<file path="config.mk">
export PLATFORM = sky130hd
export DESIGN_NAME = serial_tx
export DESIGN_NICKNAME = d
export VERILOG_FILES = /design/src/rtl/serial_tx_pkg.sv /design/src/rtl/serial_tx_bitcnt.sv /design/src/rtl/serial_tx.sv
export SDC_FILE = /design/constraint.sdc
export NUM_CORES = 1
export LEC_CHECK = 0
export ABC_CLOCK_PERIOD_IN_PS = 1500
export CAP_MARGIN = 40
export CORE_MARGIN = 2
export CORE_UTILIZATION = 47
export CTS_CLUSTER_SIZE = 8
export DETAILED_ROUTE_END_ITERATION = 16
export PLACE_DENSITY = 0.8
export SLEW_MARGIN = 20
export SYNTH_ARGS = -nofsm -noshare
export SYNTH_HDL_FRONTEND = slang
export SYNTH_SLANG_ARGS = --single-unit
</file>
<file path="constraint.sdc">
create_clock -name clk -period 1.5 [get_ports clk]
set_clock_uncertainty 0.1 [all_clocks]
set_input_delay 0.225 -clock clk [delete_from_list [all_inputs] [get_ports clk]]
set_output_delay 0.225 -clock clk [all_outputs]
set_load 0.02 [all_outputs]
</file>
<file path="src/rtl/serial_tx_pkg.sv">
// rtl/serial_tx_pkg.sv - shared types and sizing helpers for the serial transmitter
//
// Purpose : state encoding, frame length and counter width used by serial_tx
//           and serial_tx_bitcnt.
// Macro   : SERIAL_TX_PARITY_EN - when defined, every frame carries one extra
//           even-parity bit after the data bits.
// Ports   : none (package).

package serial_tx_pkg;

  typedef enum logic {
    IDLE  = 1'b0,
    SHIFT = 1'b1
  } tx_state_t;

`ifdef SERIAL_TX_PARITY_EN
  localparam bit PARITY_EN = 1'b1;
`else
  localparam bit PARITY_EN = 1'b0;
`endif

  // Number of serial bits per frame for a given data width.
  function automatic int frame_len(input int width);
    return width + (PARITY_EN ? 1 : 0);
  endfunction

  // Counter must hold 0..FRAME without wrapping.
  function automatic int cnt_width(input int frame);
    return $clog2(frame + 1);
  endfunction

endpackage

</file>
<file path="src/rtl/serial_tx_bitcnt.sv">
// rtl/serial_tx_bitcnt.sv - enabled bit counter with clear and last-bit flag
//
// Purpose : counts consumed bits of a frame; last_o marks the final bit.
// Ports   : clk      - rising-edge clock
//           reset_n  - asynchronous active-low reset
//           clr_i    - synchronous clear to 0 (priority over en_i)
//           en_i     - advance the count by one
//           last_o   - count equals FRAME-1
// Macro   : SERIAL_TX_PARITY_EN (via serial_tx_pkg, affects FRAME only).

module serial_tx_bitcnt
  import serial_tx_pkg::*;
#(
  parameter int FRAME = 8,
  parameter int CW    = cnt_width(FRAME)
) (
  input  logic clk,
  input  logic reset_n,
  input  logic clr_i,
  input  logic en_i,
  output logic last_o
);

  logic [CW-1:0] count_q;
  logic [CW-1:0] count_d;

  assign last_o = (count_q == CW'(FRAME - 1));

  // Saturating at FRAME-1 keeps the count inside the frame even if the
  // caller keeps enabling without clearing.
  always_comb begin
    count_d = count_q;
    if (clr_i) begin
      count_d = '0;
    end else if (en_i && !last_o) begin
      count_d = count_q + 1'b1;
    end
  end

  always_ff @(posedge clk or negedge reset_n) begin
    if (!reset_n) begin
      count_q <= '0;
    end else begin
      count_q <= count_d;
    end
  end

endmodule

</file>
<file path="src/rtl/serial_tx.sv">
// rtl/serial_tx.sv - parallel-in serial-out transmitter with load handshake
//
// Purpose : accepts one WIDTH-bit word over load_valid/load_ready and emits
//           it one bit per ser_en-qualified clock, MSB or LSB first.
// Ports   : clk        - rising-edge clock
//           reset_n    - asynchronous active-low reset
//           load_valid - load_data is valid
//           load_ready - transmitter can accept a word
//           load_data  - word to transmit
//           ser_en     - bit strobe; current bit consumed when high in SHIFT
//           ser_out    - current serial bit (flop output)
//           ser_valid  - ser_out carries a frame bit
//           busy       - frame in progress
//           done       - one-cycle pulse after the last bit is consumed
// Macro   : SERIAL_TX_PARITY_EN - append an even-parity bit to each frame.

module serial_tx
  import serial_tx_pkg::*;
#(
  parameter int WIDTH     = 8,
  parameter bit MSB_FIRST = 1'b1
) (
  input  logic             clk,
  input  logic             reset_n,
  input  logic             load_valid,
  output logic             load_ready,
  input  logic [WIDTH-1:0] load_data,
  input  logic             ser_en,
  output logic             ser_out,
  output logic             ser_valid,
  output logic             busy,
  output logic             done
);

  localparam int FRAME = frame_len(WIDTH);

  tx_state_t        state_q;
  logic [FRAME-1:0] sreg_q;
  logic [FRAME-1:0] sreg_d;
  logic [FRAME-1:0] frame_img;
  logic             ser_valid_q;
  logic             load_ready_q;
  logic             busy_q;
  logic             done_q;
  logic             cnt_last;
  logic             load_fire;
  logic             consume;
  logic             frame_end;

  assign load_fire = (state_q == IDLE) && load_valid;
  assign consume   = (state_q == SHIFT) && ser_en;
  assign frame_end = consume && cnt_last;

  // The word is laid out so the first bit to send sits at the output end;
  // the parity bit (if any) sits at the far end and arrives last.
`ifdef SERIAL_TX_PARITY_EN
  assign frame_img = MSB_FIRST ? {load_data, ^load_data} : {^load_data, load_data};
`else
  assign frame_img = load_data;
`endif

  // Shift toward the output end, back-filling with zeros.
  assign sreg_d = MSB_FIRST ? {sreg_q[FRAME-2:0], 1'b0} : {1'b0, sreg_q[FRAME-1:1]};

  // ser_out is taken straight from the output-end flop; the register is
  // cleared when the frame ends so ser_out reads 0 in IDLE.
  assign ser_out    = MSB_FIRST ? sreg_q[FRAME-1] : sreg_q[0];
  assign ser_valid  = ser_valid_q;
  assign load_ready = load_ready_q;
  assign busy       = busy_q;
  assign done       = done_q;

  serial_tx_bitcnt #(
    .FRAME (FRAME)
  ) u_bitcnt (
    .clk     (clk),
    .reset_n (reset_n),
    .clr_i   (load_fire | frame_end),
    .en_i    (consume),
    .last_o  (cnt_last)
  );

  always_ff @(posedge clk or negedge reset_n) begin
    if (!reset_n) begin
      state_q      <= IDLE;
      sreg_q       <= '0;
      ser_valid_q  <= 1'b0;
      load_ready_q <= 1'b1;
      busy_q       <= 1'b0;
      done_q       <= 1'b0;
    end else begin
      done_q <= 1'b0;
      case (state_q)
        IDLE: begin
          if (load_valid) begin
            state_q      <= SHIFT;
            sreg_q       <= frame_img;
            ser_valid_q  <= 1'b1;
            load_ready_q <= 1'b0;
            busy_q       <= 1'b1;
          end
        end
        SHIFT: begin
          if (ser_en) begin
            if (cnt_last) begin
              state_q      <= IDLE;
              sreg_q       <= '0;
              ser_valid_q  <= 1'b0;
              load_ready_q <= 1'b1;
              busy_q       <= 1'b0;
              done_q       <= 1'b1;
            end else begin
              sreg_q <= sreg_d;
            end
          end
        end
      endcase
    end
  end

endmodule

</file>
==> flow_metrics.env, run 1 <==
export IMPL_overflow=0
export IMPL_irDropWorstVdd_mv=0.835
export IMPL_vias=538
export IMPL_hold_path_class="input pin to asynchronous set/reset pin"
export IMPL_cp_num_buf_inv=1
export IMPL_port_buffers=16
export IMPL_fin_ws_ns=0.0634
export IMPL_finalHoldViolations=0
export IMPL_coreArea_um2=1510
export IMPL_yosysUniqueCellTypes=25
export IMPL_critPathSlowestCell="dfstp_2"
export IMPL_dieHeight_um=44.0
export IMPL_layout_nets=95
export IMPL_crit_path_end_kind="primary output"
export IMPL_max_freq_ghz=0.696
export IMPL_required_ns=1.17
export IMPL_grt_pass1_vias=600
export IMPL_antenna_found_initial=0
export IMPL_cts_tree="built"
export IMPL_final_setup_viol_count=0
export IMPL_critPathTopFamily="flip-flops"
export IMPL_rsz0062_at_grt="no"
export IMPL_synth_most_common_cell="dfrtp_1"
export IMPL_post_cts_buffers=0
export IMPL_yosys_warnings=0
export IMPL_relSlewSlack=0.705
export IMPL_track_usage=0.192
export IMPL_io_pins=17
export IMPL_synth_nets=72
export IMPL_crit_path_max_fanout=2
export IMPL_ys_seq_area_frac=0.535
export IMPL_avgSynthCellArea_um2=12.7
export IMPL_n_fill_cell=130
export IMPL_p_leak_nw=0.480
export IMPL_drt_wirelength_per_cell_um=14.5
export IMPL_cts_clk_slew_worst_paths_ns=0.10
export IMPL_routed_wl_um=1410
export IMPL_maxCapViolCount=0
export IMPL_clk_insertion_delay_late_ns=0.29
export IMPL_netlist_area_leader_share=0.500
export IMPL_synth_edf_count=0
export IMPL_worst_slew_pin_slew_ns=0.443
export IMPL_synth_area_top_cells="dfrtp_1, a221o_1, and2_1"
export IMPL_run_status="complete, no violations"
export IMPL_synth_cells=59
export IMPL_cts_max_level=1
export IMPL_holdBufCountCts=0
export IMPL_cts_root_buffer="clkbuf_4"
export IMPL_path_cells="clkdlybuf4s15_1"
export IMPL_initial_utilization=0.498
export IMPL_dr_pass1_iters=4
export IMPL_numClockSinks=16
export IMPL_synthArstFlopShare=1.00
export IMPL_drt_iter0_markers=9
export IMPL_area_growth_pct=28.3
export IMPL_rows=14
export IMPL_grt_first_pass_wirelength_um=2600
export IMPL_ant_nets=0
export IMPL_startpoint_type="register"
export IMPL_clk_path_buf_depth=2
export IMPL_slew_violations=0
export IMPL_cts_buffers=3
export IMPL_die_area_um2=1930
export IMPL_final_layout_size_suffix_gt1_frac=0.222
export IMPL_min_period_over_period=0.958
export IMPL_dieWidth_um=44.0
export IMPL_synthTopCellsByCount="dfrtp_1, a221o_1, and2_1"
export IMPL_grt_max_degree=12
export IMPL_synth_ff_type="dfrtp_1"
export IMPL_drc_errors=0
export IMPL_ys_seq_elements=16
export IMPL_vias_per_cell=5.55
export IMPL_post_place_ws_ns=-0.0851
export IMPL_syn_area_um2=751
export IMPL_cpPeakStageDelay_ns=0.54
export IMPL_crit_arrival_ns=1.11
export IMPL_n_antenna_cell=0
export IMPL_period_needed_ns=1.44
export IMPL_finalWeightedCongestion=0.690
export IMPL_p_per_area_nw_per_um2=1630
export IMPL_synth_area_leader_cell="dfrtp_1"
export IMPL_dp_hpwl_um=1080
export IMPL_finish_utilization=0.640
export IMPL_critPathKind="register to primary output"
routing by layer:
metal / wire, um / GRT usage / vias to the layer above
li1: - / - / 259
met1: 614 / 0.214 / 259
met2: 688 / 0.326 / 15
met3: 60 / 0.0375 / 5
met4: 46 / 0.127 / 0
met5: 0 / 0 / -
worst paths after layout:
| check | endpoint | start | cells past startpoint | slack [ns] |
|---|---|---|---|---|
| max in group asynchronous | u_bitcnt.count_q[1]$_DFFE_PN0P_ | reset_n | 2 | 0.81 |
| setup reg to reg | sreg_q[4]$_DFFE_PN0P_ | u_bitcnt.count_q[0]$_DFFE_PN0P_ | 4 | 0.12 |
| setup / recovery | load_ready | load_ready$_DFFE_PN1P_ | 1 | 0.06 |
| hold / removal | sreg_q[7]$_DFFE_PN0P_ | reset_n | 1 | 0.05 |
| min in group clk | sreg_q[7]$_DFFE_PN0P_ | sreg_q[6]$_DFFE_PN0P_ | 1 | 0.40 |
| hold reg to reg | sreg_q[7]$_DFFE_PN0P_ | sreg_q[6]$_DFFE_PN0P_ | 1 | 0.40 |
stage by stage:
step                      hold WS [ns]  area, um2  total power, mW  instances  setup TNS, ns
after global placement           0.373        942             1.35         93         -0.312
after CTS                       0.0510        962             1.59         97              0
after floorplan                 -0.171        751             1.18         59              0
after detailed placement         0.378        942             1.39         93         -0.473
after global routing            0.0712        963             1.69         97              0
final                           0.0539        963             1.57         97              0
worst register-to-register path, cell delays in order, from the launching register on:
cell      delay, ns
dfrtp_1        0.38
ha_1           0.23
nand3b_4       0.10
nor2b_4        0.17
a221o_1        0.30
layout by cell type, fill, tap and decap left out, types with 2 or more instances in the layout:
cell type / synthesis / final
dlygate4sd2_1: 0 / 4
a22o_2: 2 / 2
dfrtp_1: 15 / 15
nor2_1: 4 / 4
nor2b_4: 2 / 2
and2_1: 6 / 6
buf_4: 2 / 5
clkdlybuf4s50_1: 0 / 11
mux2i_1: 2 / 2
clkbuf_4: 0 / 3
nand2_1: 3 / 3
o21ai_0: 2 / 2
a221o_1: 6 / 6
timing repair:
action | 4_1_cts | 5_1_grt
endpoints found under the setup margin | 5 | 1
gates cloned | 0 | 0
gates resized for setup | 5 | 1
report_power, final:
group	switching [mW]	total, mW	internal (mW)
logic	0.273	0.596	0.324
clock network	0.139	0.242	0.104
registers	0.127	0.735	0.608
total	0.539	1.57	1.03
kinds of logic after synthesis:
group	share of synthesized area
AOI/OAI and AO/OA	0.177
xor gates and xnor gates	0.0117
adders and majority gates	0.0167
buffers and inverters	0.0350
DFF	0.535
muxes	0.0417
and+or+nand+nor	0.183
state kept, by name (all words and copies together) (netlist names):
name              cells
load_ready            1
state_q               1
done                  1
u_bitcnt.count_q      4
busy                  1
sreg_q                8
area by class of cell:
class                      count  area [um2]  share of cell area
sequential                    16         402               0.417
multi-input combinational     40         323               0.335
timing repair buffer          21         193               0.200
clock buffer                   4        26.3              0.0273
tap                           16        20.0              0.0208
(Power assumes the default switching activity.)
==> inputs of run 2 (changes only) <==
==> constraint.sdc (replaced) <==
create_clock -name clk -period 1.5 [get_ports clk]
set_clock_uncertainty 0.1 [all_clocks]
set_input_delay 0.225 -clock clk [delete_from_list [all_inputs] [get_ports clk]]
set_output_delay 0.225 -clock clk [all_outputs]
set_load 0.05 [all_outputs]
==> run 2 against run 1 <==
Effect of this change: fmax rose by 3.0%; worst setup slack improved by 0.042 ns; flip-flop and latch count did not move; power rose by 19%; die area did not move; via count rose by 0.56%; largest cell class unchanged; largest power group is now combinational logic; highest routed layer unchanged.
==> flow_metrics.env, run 2 (same netlist as run 1, synthesis figures left out) <==
export IMPL_run_status="complete, no violations"
export IMPL_dieHeight_um=44.0
export IMPL_crit_arrival_ns=1.45
export IMPL_fin_ws_ns=0.106
export IMPL_reg2reg_depth=4
export IMPL_path_cells="ha_1 > nand3b_4 > nor2b_4 > a221o_1"
export IMPL_final_layout_size_suffix_gt1_frac=0.284
export IMPL_min_period_over_period=0.930
export IMPL_p_per_area_nw_per_um2=1850
export IMPL_period_needed_ns=1.39
export IMPL_crit_path_start="u_bitcnt.count_q[0]$_DFFE_PN0P_"
export IMPL_die_area_um2=1930
export IMPL_cts_tree="built"
export IMPL_r2r_end="sreg_q[3]$_DFFE_PN0P_"
export IMPL_relSlewSlack=0.736
export IMPL_hold_path_class="input pin to asynchronous set/reset pin"
export IMPL_crit_path_end_kind="register"
export IMPL_max_freq_ghz=0.717
export IMPL_overflow=0
export IMPL_r2r_slack_ns=0.11
export IMPL_port_buffers=16
export IMPL_dr_pass1_iters=3
export IMPL_layout_nets=95
export IMPL_cts_buffers=3
export IMPL_routed_wl_um=1290
export IMPL_area_growth_pct=35.7
export IMPL_rows=14
export IMPL_cts_root_buffer="clkbuf_4"
export IMPL_largest_register_ff_count=8
export IMPL_layout_common_cells="dfrtp_1, clkdlybuf4s50_1, and2_1, a221o_1"
export IMPL_irDropWorstVdd_mv=1.02
export IMPL_maxCapViolCount=0
export IMPL_post_place_ws_ns=-0.0815
export IMPL_dieWidth_um=44.0
export IMPL_cts_resized=0
export IMPL_grt_max_degree=12
export IMPL_p_leak_nw=0.496
export IMPL_numClockSinks=16
export IMPL_ant_nets=0
export IMPL_critPathKind="register to register"
export IMPL_initial_utilization=0.498
export IMPL_cts_max_level=1
export IMPL_layout_commonest_cell="dfrtp_1"
export IMPL_cpPeakStageDelay_ns=0.38
export IMPL_n_antenna_cell=0
export IMPL_tns_ns=0
export IMPL_top_regs="sreg_q (8), u_bitcnt.count_q (4)"
export IMPL_critPathSlowestCell="dfrtp_1"
export IMPL_drt_iter0_markers=6
export IMPL_holdWs_ns=0.0609
export IMPL_post_cts_buffers=0
export IMPL_coreArea_um2=1510
export IMPL_place_inst=93
export IMPL_rsz0062_at_grt="no"
export IMPL_holdBufCountCts=0
export IMPL_final_setup_viol_count=0
export IMPL_finalWeightedCongestion=0.704
export IMPL_io_pins=17
export IMPL_dp_hpwl_um=973
export IMPL_vias_per_cell=5.58
export IMPL_slew_violations=0
export IMPL_fin_cells=97
export IMPL_finalHoldViolations=0
export IMPL_antenna_found_initial=0
export IMPL_grt_pass1_vias=499
export IMPL_track_usage=0.155
export IMPL_worst_slew_pin_slew_ns=0.397
export IMPL_vias=541
export IMPL_drc_errors=0
export IMPL_required_ns=1.56
export IMPL_startpoint_type="register"
export IMPL_r2r_start="u_bitcnt.count_q[0]$_DFFE_PN0P_"
export IMPL_clk_insertion_delay_late_ns=0.28
export IMPL_top_register="sreg_q"
export IMPL_crit_path_max_fanout=9
export IMPL_clk_path_buf_depth=2
export IMPL_drt_wirelength_per_cell_um=13.3
export IMPL_grt_first_pass_wirelength_um=2170
export IMPL_cts_clk_slew_worst_paths_ns=0.10
==> run 2: cell count changes in the layout (fill, tap and decap cells not counted) <==
| cell | previous run | this run |
|---|---|---|
| buf_12 | 0 | 5 |
| dlygate4sd2_1 | 4 | 0 |
| clkdlybuf4s15_1 | 1 | 0 |
==> run 2: report_power, final <==
group | switching, mW | internal [mW] | leakage (nW)
Sequential | 0.166 | 0.609 | 0.203
Combinational | 0.398 | 0.476 | 0.278
Clock | 0.129 | 0.103 | 0.0150
==> run 2: cell type report <==
class	instances	area (um2)
fill	111	488
sequential	16	402
multi-input combinational	40	323
timing repair buffer	21	248
clock buffer	4	26.3
tap	16	20.0
==> run 2: critical path: cells and delay by family, from the launching register on <==
| kind | cells | cell delay, ns |
|---|---|---|
| adders and majority gates | 1 | 0.23 |
| and+or+nand+nor | 2 | 0.27 |
| AOI/OAI and AO/OA | 1 | 0.30 |
| DFF | 1 | 0.38 |
==> run 2: worst max path at each step <==
stage	to	slack, ns	depth (start not counted)
floorplan	sreg_q[2]$_DFFE_PN0P_	0.10	5
global placement	sreg_q[3]$_DFFE_PN0P_	-0.06	5
detailed placement	sreg_q[3]$_DFFE_PN0P_	-0.08	5
CTS	sreg_q[3]$_DFFE_PN0P_	0.09	4
global route	sreg_q[3]$_DFFE_PN0P_	0.04	4
finish	sreg_q[3]$_DFFE_PN0P_	0.11	4
==> run 2: metrics by stage <==
| stage | area [um2] | utilization | power [mW] |
|---|---|---|---|
| after floorplan | 751 | - | 1.30 |
| after global placement | 992 | 0.659 | 1.63 |
| after detailed placement | 992 | 0.659 | 1.66 |
| after CTS | 1020 | 0.676 | 1.89 |
| after global routing | 1020 | 0.676 | 1.99 |
| final | 1020 | 0.676 | 1.88 |
==> run 2: layer usage <==
layer  share of wire  track usage
met1            0.47        0.204
met4          0.0078       0.0545
met2            0.47        0.247
met5               0            0
met3           0.047       0.0417
